===== config.mk =====
export PLATFORM = sky130hd
export DESIGN_NAME = y86_instr_encoder
export DESIGN_NICKNAME = d
export VERILOG_FILES = /design/src/rtl/y86_pkg.sv /design/src/rtl/y86_instr_encoder.sv
export SDC_FILE = /design/constraint.sdc
export NUM_CORES = 1
export LEC_CHECK = 0
export BUFFER_PORTS_ARGS = -buffer_cell sky130_fd_sc_hd__buf_4
export CORE_MARGIN = 2
export CORE_UTILIZATION = 25
export CTS_CLUSTER_DIAMETER = 40
export DETAILED_ROUTE_END_ITERATION = 7
export PLACE_DENSITY = 0.46
export SETUP_SLACK_MARGIN = 0.02
export SYNTH_ARGS = -nofsm -noshare
export SYNTH_HDL_FRONTEND = slang
export SYNTH_SLANG_ARGS = --single-unit

===== constraint.sdc =====
create_clock -name clk -period 11.65 [get_ports clk]
set_input_delay 0.5825 -clock clk [delete_from_list [all_inputs] [get_ports clk]]
set_output_delay 0.5825 -clock clk [all_outputs]
set_load 0.01 [all_outputs]

===== src/rtl/y86_pkg.sv =====
// y86_pkg: Y86-64 icode constants, memory size and instruction-length helper shared by encoder and fetch.
package y86_pkg;
    localparam logic [3:0] HALT   = 4'h0;
    localparam logic [3:0] NOP    = 4'h1;
    localparam logic [3:0] CMOVXX = 4'h2;
    localparam logic [3:0] IRMOVQ = 4'h3;
    localparam logic [3:0] RMMOVQ = 4'h4;
    localparam logic [3:0] MRMOVQ = 4'h5;
    localparam logic [3:0] OPQ    = 4'h6;
    localparam logic [3:0] JXX    = 4'h7;
    localparam logic [3:0] CALL   = 4'h8;
    localparam logic [3:0] RET    = 4'h9;
    localparam logic [3:0] PUSHQ  = 4'hA;
    localparam logic [3:0] POPQ   = 4'hB;
    localparam logic [3:0] RNONE  = 4'hF;
    localparam int IMEM_BYTES_DEFAULT = 1024;

    // Zero marks an icode the fetch stage would treat as invalid.
    function automatic logic [3:0] instr_len(input logic [3:0] icode);
        case (icode)
            HALT, NOP, RET:             instr_len = 4'd1;
            CMOVXX, OPQ, PUSHQ, POPQ:   instr_len = 4'd2;
            JXX, CALL:                  instr_len = 4'd9;
            IRMOVQ, RMMOVQ, MRMOVQ:     instr_len = 4'd10;
            default:                    instr_len = 4'd0;
        endcase
    endfunction
endpackage


===== src/rtl/y86_instr_encoder.sv =====
// y86_instr_encoder: serialises decoded Y86-64 instructions into bytes written to instruction memory.
module y86_instr_encoder
    import y86_pkg::*;
#(
    parameter int IMEM_BYTES = IMEM_BYTES_DEFAULT
) (
    input  logic        clk,
    input  logic        rst,
    input  logic        load_valid,
    input  logic [63:0] load_addr,
    input  logic        in_valid,
    output logic        in_ready,
    input  logic [3:0]  icode,
    input  logic [3:0]  ifun,
    input  logic [3:0]  rA,
    input  logic [3:0]  rB,
    input  logic [63:0] valC,
    output logic        wr_en,
    output logic [9:0]  wr_addr,
    output logic [7:0]  wr_data,
    output logic        done,
    output logic [3:0]  instr_len,
    output logic [63:0] next_pc,
    output logic        instr_invalid,
    output logic        imem_error
);
    typedef enum logic {IDLE, EMIT} state_t;

    state_t      state, state_n;
    logic [63:0] wptr;
    logic [79:0] sreg, frame, src;
    logic [3:0]  cnt, len, len_in, rem;
    logic        accept, bad, overrun, start, emit;

    assign in_ready = (state == IDLE) && !load_valid && !rst;

    // Byte 0 leaves on the accepting edge, so cnt counts bytes still queued behind the one on the port.
    always_comb begin
        accept  = in_valid && in_ready;
        len_in  = y86_pkg::instr_len(icode);
        bad     = len_in == 4'd0;
        overrun = ({1'b0, wptr} + 65'(len_in)) > 65'(IMEM_BYTES);
        start   = accept && !bad && !overrun;
        emit    = start || (state == EMIT && cnt != 4'd0);
        frame   = len_in == 4'd10 ? {icode, ifun, rA, rB, valC}
                : len_in == 4'd9  ? {icode, ifun, valC, 8'h00}
                : len_in == 4'd2  ? {icode, ifun, rA, rB, 64'h0}
                :                   {icode, ifun, 72'h0};
        src     = start ? frame : sreg;
        rem     = start ? len_in - 4'd1 : cnt - 4'd1;
        state_n = start ? EMIT : (state == EMIT && cnt == 4'd0) ? IDLE : state;
    end

    always_ff @(posedge clk) begin
        if (rst) state <= IDLE;
        else state <= state_n;
    end

    always_ff @(posedge clk) begin
        if (rst) begin
            wptr          <= '0;
            sreg          <= '0;
            cnt           <= '0;
            len           <= '0;
            wr_en         <= 1'b0;
            wr_addr       <= '0;
            wr_data       <= '0;
            done          <= 1'b0;
            instr_len     <= '0;
            next_pc       <= '0;
            instr_invalid <= 1'b0;
            imem_error    <= 1'b0;
        end else begin
            wr_en         <= 1'b0;
            done          <= 1'b0;
            instr_invalid <= accept && bad;
            imem_error    <= accept && !bad && overrun;
            if (state == IDLE && load_valid) wptr <= load_addr;
            if (start) len <= len_in;
            if (emit) begin
                wr_en   <= 1'b1;
                wr_addr <= wptr[9:0];
                wr_data <= src[79:72];
                sreg    <= src << 8;
                cnt     <= rem;
                wptr    <= wptr + 64'd1;
                if (rem == 4'd0) begin
                    done      <= 1'b1;
                    instr_len <= start ? len_in : len;
                    next_pc   <= wptr + 64'd1;
                end
            end
        end
    end
endmodule


==> results of run 1 <==
-- logic make-up (layout without fill, tap and decap cells) --
| kind of cell | after synthesis | count (layout) | synth area share, % |
|---|---|---|---|
| AO/OA/AOI/OAI | 401 | 401 | 21.0 |
| flip-flops | 235 | 235 | 33.8 |
| XOR/XNOR | 84 | 84 | 5.29 |
| adder cells (fa/ha/maj) | 6 | 6 | 0.594 |
| AND/OR/NAND/NOR | 760 | 760 | 29.1 |
| multiplexers | 44 | 44 | 3.29 |
| buffers and inverters | 207 | 386 | 6.89 |
-- where the power goes --
group	switching, uW	leakage, uW	total, uW	internal, uW
Clock	509	0.000900	1530	1020
Sequential	38.3	0.00190	857	819
Combinational	98.5	0.00323	181	82.7
Total	645	0.00604	2570	1920
-- placed cells by master, fill, tap and decap left out, types with 8 or more instances in the layout --
cell,Yosys,final
buf_4,6,263
dfxtp_1,235,235
nand2_1,215,214
a211oi_1,135,135
nor3_1,110,110
nor2_1,84,84
and3_1,83,82
a22oi_1,68,68
a21oi_1,61,60
nand3_1,55,55
clkbuf_16,0,53
nand4_1,48,48
xnor2_1,48,48
xor2_1,36,36
mux2i_1,33,33
inv_1,26,26
nor4_1,26,26
nand4b_1,23,23
or3_1,22,22
nand3b_1,20,20
o211ai_1,17,17
o221ai_1,17,17
a31oi_1,16,16
o21ai_0,15,15
and4_1,14,14
mux2_2,10,10
clkinv_2,0,10
a22o_1,9,9
a211oi_2,9,9
clkbuf_8,0,9
and2_1,10,8
or4_1,8,8
-- registers in the layout (all words and copies together), names as in the netlist --
signal,cells
cnt,4
next_pc,64
wr_addr,10
wptr,64
wr_en,1
wr_data,8
sreg,72
instr_len,4
done,1
instr_invalid,1
state,1
len,4
imem_error,1
-- metal layers --
metal	GRT usage, %	vias to the layer above
met3	3.79	103
met2	33.5	464
met1	24.8	6922
met5	0	-
met4	6.21	6
li1	-	6764
-- cell usage after synthesis, types with 48 or more instances --
| cell | count |
|---|---|
| nor2_1 | 84 |
| nor3_1 | 110 |
| nand2_1 | 215 |
| dfxtp_1 | 235 |
| a211oi_1 | 135 |
| xnor2_1 | 48 |
| a22oi_1 | 68 |
| buf_2 | 54 |
| and3_1 | 83 |
| nand4_1 | 48 |
| nand3_1 | 55 |
| clkbuf_1 | 108 |
| a21oi_1 | 61 |
-- cell type report --
cell class / instances / share of cell area, %
clock buffers: 63 / 8.09
flip-flops and latches: 235 / 26.4
clock inverters: 33 / 2.22
well taps: 748 / 5.25
multi-input cells: 1295 / 46.4
repair buffers: 264 / 11.1
inverters: 26 / 0.547
-- worst paths after layout --
| kind | from | end | slack, ps |
|---|---|---|---|
| worst max-delay path | icode[1] | next_pc[13] | 4860 |
| worst min-delay path | valC[7] | sreg[15] | 210 |
| worst max register to register | wptr[31] | next_pc[13] | 5160 |
| worst min register to register | wr_data[0] | wr_data[0] | 460 |
-- critical path: cells and delay by family --
family	cells	cell delay, ps
fa+ha+maj	2	640
mux	1	100
simple gates	11	3850
buf+inv	2	620
compound gates	3	1260
xor+xnor	1	80
-- through the flow --
step | total power (uW) | instance area (um2) | setup slack, ps
6_report | 2570 | 17800 | 4860
5_1_grt | 2660 | 17800 | 4410
4_1_cts | 2600 | 17800 | 4880
3_5_place_dp | 1050 | 16000 | 4280
3_3_place_gp | 1050 | 16000 | 4440
2_1_floorplan | 962 | 13900 | 5800
==> impl_metrics.csv, run 1 <==
group,metric,value,unit
outcome,status,"finished clean",
floorplanning,placementRows,86,
worst_setup_path,crit_path_top_delay_cell,"a21oi_1",
floorplanning,initial_core_util,25.3,%
worst_setup_path,worstPathCellList,"buf_4 > nand2_1 > nand2b_1 > a21oi_1 > ha_1 > a211o_1 > nand4_1 > or3_1 > nor2_1 > xor2_1 > or4b_4 > or4_1 > nor2_4 > mux2i_1 > ha_1 > nor3_1 > nand3_1 > nand2_2 > buf_4 > a211oi_1",
final_layout,areaGrowthSynthToFinish,28.4,%
placed_design,placed_cells_incl_taps,2568,
clocking,post_cts_resized,0,
final_layout,final_util,32.4,%
logic_synthesis,synth_nets,1891,
route,post_drt_wl_per_cell,21.6,um
logic_synthesis,yosys_register_bits,235,
timing,setup_repair_after_global_routing_missed_its_margin,"no",
clocking,clkSinkCount,235,
grt,globalRoute.totalOverflow,0,
clocking,cts-htree-levels,2,
grt,grt_pass1_vias,14061,
worst_setup_path,worst_setup_path_end_kind,"register",
clocking,worstSkewPairLatency,590,ps
timing,maxClockFrequency,0.147,GHz
timing,number_of_pins_with_negative_max_slew_slack_in_the_final_report,0,
logic_synthesis,post_synth_num_cell_types,76,
final_layout,area.sequential,4700,um2
worst_setup_path,critical_path_start_end_classification,"primary input to register",
floorplanning,placeableCoreArea,55000,um2
timing,timing.final.crit_share,58.2,%
logic_synthesis,synthesis.yosys.warnings,0,
worst_setup_path,critPathLaunchType,"primary input",
power_and_ir_drop,irDropWorstVdd,0.0966,mV
timing,timing.setup.tns,0,ps
route,detail_route.iter0.violations,1052,
route,detailroute.wirelength.met3,3.40,mm
logic_synthesis,synth_async_sr_flop_share,0,%
floorplanning,die_h,240,um
clocking,post-cts-setup-buffers,0,
route,wl_met2,28.1,mm
worst_setup_path,critical_path.max_stage_delay,900,ps
worst_setup_path,cp_max_fo,37,
power_and_ir_drop,leakage,0.00604,uW
logic_synthesis,cells_taking_the_most_area_after_synthesis,"dfxtp_1 34%, a211oi_1 7.3%, nand2_1 5.8%",
worst_setup_path,arrival,7200,ps
final_layout,antenna-diode-count,0,
route,drc,0,
logic_synthesis,synthFlopType,"dfxtp_1",
placed_design,place.port_buffers,238,
final_layout,nFillCells,5848,
worst_setup_path,timing.critical_path.required,12060,ps
worst_setup_path,worstRegToRegCells,15,
placed_design,dp_hpwl,40.6,mm
grt,grt_util_all_layers,19.6,%
route,drtPass1Iterations,6,
clocking,max-clock-path-buffers,3,
grt,pin_count_of_the_biggest_net_entering_global_routing,87,
logic_synthesis,synth_cells,1737,
placed_design,routabilityCongestion,0.898,
clocking,cts_root_buffer,"clkbuf_16",
logic_synthesis,synthesis.area_per_instance,8.00,um2
floorplanning,die_area,57500,um2
flow_run,cap_violations,0,
power_and_ir_drop,power-per-cell-area,144,nW/um2
min_path,min_path_cells,2,
route,ant_nets,0,
route,dr_total_vias,14259,
floorplanning,fp.dieW,240,um
floorplanning,design.portCount,239,
final_layout,fin_nets,2028,
final_layout,final_cells,2664,
route,finalWirelength,57.6,mm
grt,grt_first_pass_wirelength,87.3,mm
logic_synthesis,synth_top_cell_by_area,"dfxtp_1",
route,drt-vias-per-instance,5.35,
timing,worst_pin_slew,1200,ps
route,met1_length,24.6,mm
clocking,tritoncts,"yes",
clocking,cts-hold-fix-buffers,0,
final_layout,post_route_cells_drive_above_1_share,21.6,%
timing,final.min_clock_period,6790,ps
min_path,path_category_of_the_worst_min_delay_check,"primary input to register",
logic_synthesis,synth.yosys.seq_area_share,33.8,%
logic_synthesis,synth_top_area_share,33.8,%
clocking,clock_slew_at_reported_path_ffs,50,ps
final_layout,multi_input_gate_area_in_the_final_layout,8280,um2
route,max_used_layer,"met5",
logic_synthesis,synth_edf_count,0,
logic_synthesis,mappedNetlistArea,13900,um2
timing,setup_viol,0,
timing,timing.clock.skew,18.0,ps
grt,antenna_violations_before_repair,3,
timing,relSlewSlack,19.4,%
clocking,cts_made_buffers,52,
timing,final-hold-violation-count,0,
timing,finalHoldWorstSlack,213,ps
No activity file was read; power rests on OpenSTA's default activity.
==> run 2, diff against run 1 <==
PLACE_DENSITY = 0.47   (was 0.46)
clock period = 5.46 ns   (was 11.65 ns; I/O delays follow)
==> impl_metrics.csv, run 2 (synthesis gave the netlist of run 1 again) <==
group,metric,value,unit
outcome,status,"finished clean",
flow_run,cap_violations,0,
clocking,cts-htree-levels,2,
floorplanning,fp.dieW,240,um
worst_setup_path,timing.critical_path.required,5950,ps
final_layout,largest_register_ff_count,72,
route,finalWirelength,58.3,mm
worst_setup_path,arrival,5650,ps
worst_setup_path,critical_path_start_end_classification,"register to register",
power_and_ir_drop,design_power_total,5810,uW
timing,final-hold-violation-count,0,
floorplanning,placementRows,86,
power_and_ir_drop,leakage,0.00674,uW
grt,grt_first_pass_wirelength,88.2,mm
route,post_drt_wl_per_cell,20.8,um
power_and_ir_drop,power-per-cell-area,302,nW/um2
worst_setup_path,worstReg2RegEnd,"next_pc[37]",
clocking,clock_slew_at_reported_path_ffs,50,ps
final_layout,post_route_cells_drive_above_1_share,24.0,%
route,drc,0,
final_layout,final_common_cell,"buf_4",
worst_setup_path,critPathLaunchType,"register",
grt,antenna_violations_before_repair,1,
timing,finalHoldWorstSlack,21.3,ps
timing,worst_pin_slew,1220,ps
floorplanning,placeableCoreArea,55000,um2
worst_setup_path,cp_max_fo,39,
timing,setup_viol,0,
final_layout,fin_nets,2161,
grt,pin_count_of_the_biggest_net_entering_global_routing,92,
floorplanning,design.portCount,239,
clocking,tritoncts,"yes",
timing,maxClockFrequency,0.194,GHz
grt,grt_util_all_layers,19.9,%
final_layout,max_flop_register,"sreg",
floorplanning,initial_core_util,25.3,%
clocking,worstSkewPairLatency,600,ps
timing,timing.setup.tns,0,ps
clocking,cts_made_buffers,55,
clocking,cts_root_buffer,"clkbuf_16",
route,detail_route.iter0.violations,972,
timing,relSlewSlack,18.6,%
min_path,path_category_of_the_worst_min_delay_check,"primary input to register",
final_layout,final_cells,2799,
worst_setup_path,endpoint,"next_pc[37]",
route,drtPass1Iterations,5,
worst_setup_path,cp-startpoint,"wptr[12]",
timing,timing.clock.skew,21.0,ps
worst_setup_path,source_of_the_worst_register_to_register_timing_path,"wptr[12]",
clocking,clkSinkCount,235,
power_and_ir_drop,irDropWorstVdd,0.257,mV
floorplanning,die_area,57500,um2
final_layout,layout_common_cells,"325 x buf_4, 234 x dfxtp_1, 214 x nand2_1",
final_layout,registers_with_the_most_flip_flops,"sreg x72, next_pc x64, wptr x64",
final_layout,area.sequential,4710,um2
route,ant_nets,0,
grt,globalRoute.totalOverflow,0,
route,dr_total_vias,14727,
final_layout,areaGrowthSynthToFinish,38.5,%
worst_setup_path,rrSetupSlack,300,ps
worst_setup_path,worst_setup_path_end_kind,"register",
grt,grt_pass1_vias,14688,
final_layout,multi_input_gate_area_in_the_final_layout,8290,um2
timing,final.min_clock_period,5160,ps
floorplanning,die_h,240,um
final_layout,antenna-diode-count,0,
placed_design,routabilityCongestion,0.964,
timing,timing.final.crit_share,94.4,%
placed_design,placed_cells_incl_taps,2638,
worst_setup_path,worstRegToRegCells,15,
clocking,max-clock-path-buffers,3,
route,drt-vias-per-instance,5.26,
placed_design,dp_hpwl,42.5,mm
final_layout,nFillCells,5789,
placed_design,place.port_buffers,238,
timing,setup_repair_after_global_routing_missed_its_margin,"no",
timing,number_of_pins_with_negative_max_slew_slack_in_the_final_report,0,
## run 2: changes by cell type in the layout (fill, tap and decap cells not counted), sizes merged
cell	change
clkbuf	+3
buf	+70
bufinv	+3
dlygate4sd3	+60
clkinv	-1
## run 2: worst min-delay path by stage
stage	startpoint	to	slack (ps)	cells after the start
2_1_floorplan	in_valid	instr_invalid	390	2
3_3_place_gp	wr_data[0]	wr_data[0]	450	2
3_5_place_dp	wr_data[0]	wr_data[0]	460	2
4_1_cts	load_addr[23]	wptr[23]	0.4	3
5_1_grt	load_addr[23]	wptr[23]	7	3
6_report	load_addr[23]	wptr[23]	20	3
## run 2: worst max-delay path: stages (launching register included)
cell and delay, ps:
dfxtp_1 540, nand4_1 280, or4_1 690, or3_1 440, nor2_1 190, xor2_1 100, or4b_4 550, or4_1 590
nor2_4 170, mux2i_1 100, ha_1 250, or2_2 320, a21oi_4 250, buf_12 240, nor3_1 80, a211oi_1 220
## run 2: through the flow
| step | instance area [um2] | worst slack [ps] | utilization (%) |
|---|---|---|---|
| CTS | 19200 | 163 | 35.0 |
| global route | 19300 | 36.8 | 35.0 |
| finish | 19300 | 305 | 35.0 |
| floorplan | 13900 | 79.3 | - |
| global placement | 16600 | -124 | 30.2 |
| detailed placement | 16600 | -203 | 30.2 |
## run 2: power breakdown
part	switching, uW	internal, uW	total [uW]
Sequential	52.4	1750	1800
Clock	1130	2400	3530
Combinational	251	225	477
Total	1440	4370	5810
## run 2: cell type report
| cell class | instances | area share [%] |
|---|---|---|
| clock buffers | 66 | 7.83 |
| repair buffers | 394 | 16.7 |
| flip-flops and latches | 235 | 24.4 |
| inverters | 26 | 0.507 |
| well taps | 748 | 4.86 |
| clock inverters | 35 | 2.61 |
| multi-input cells | 1295 | 43.1 |
## run 2: what timing repair did
action | 4_1_cts | 5_1_grt
endpoints found under the setup margin | 0 | 47
hold endpoints to repair | 58 | 0
setup buffers | 0 | 0
resized for setup | 0 | 4
hold buffers | 60 | 0
## run 2: routing by layer
layer	share of wire, %	global-route usage, %	wire length [um]
met3	6.8	4.56	3980
met2	48	33.2	27700
met4	4.0	8.86	2330
met1	42	24.3	24300
met5	0.029	0	17
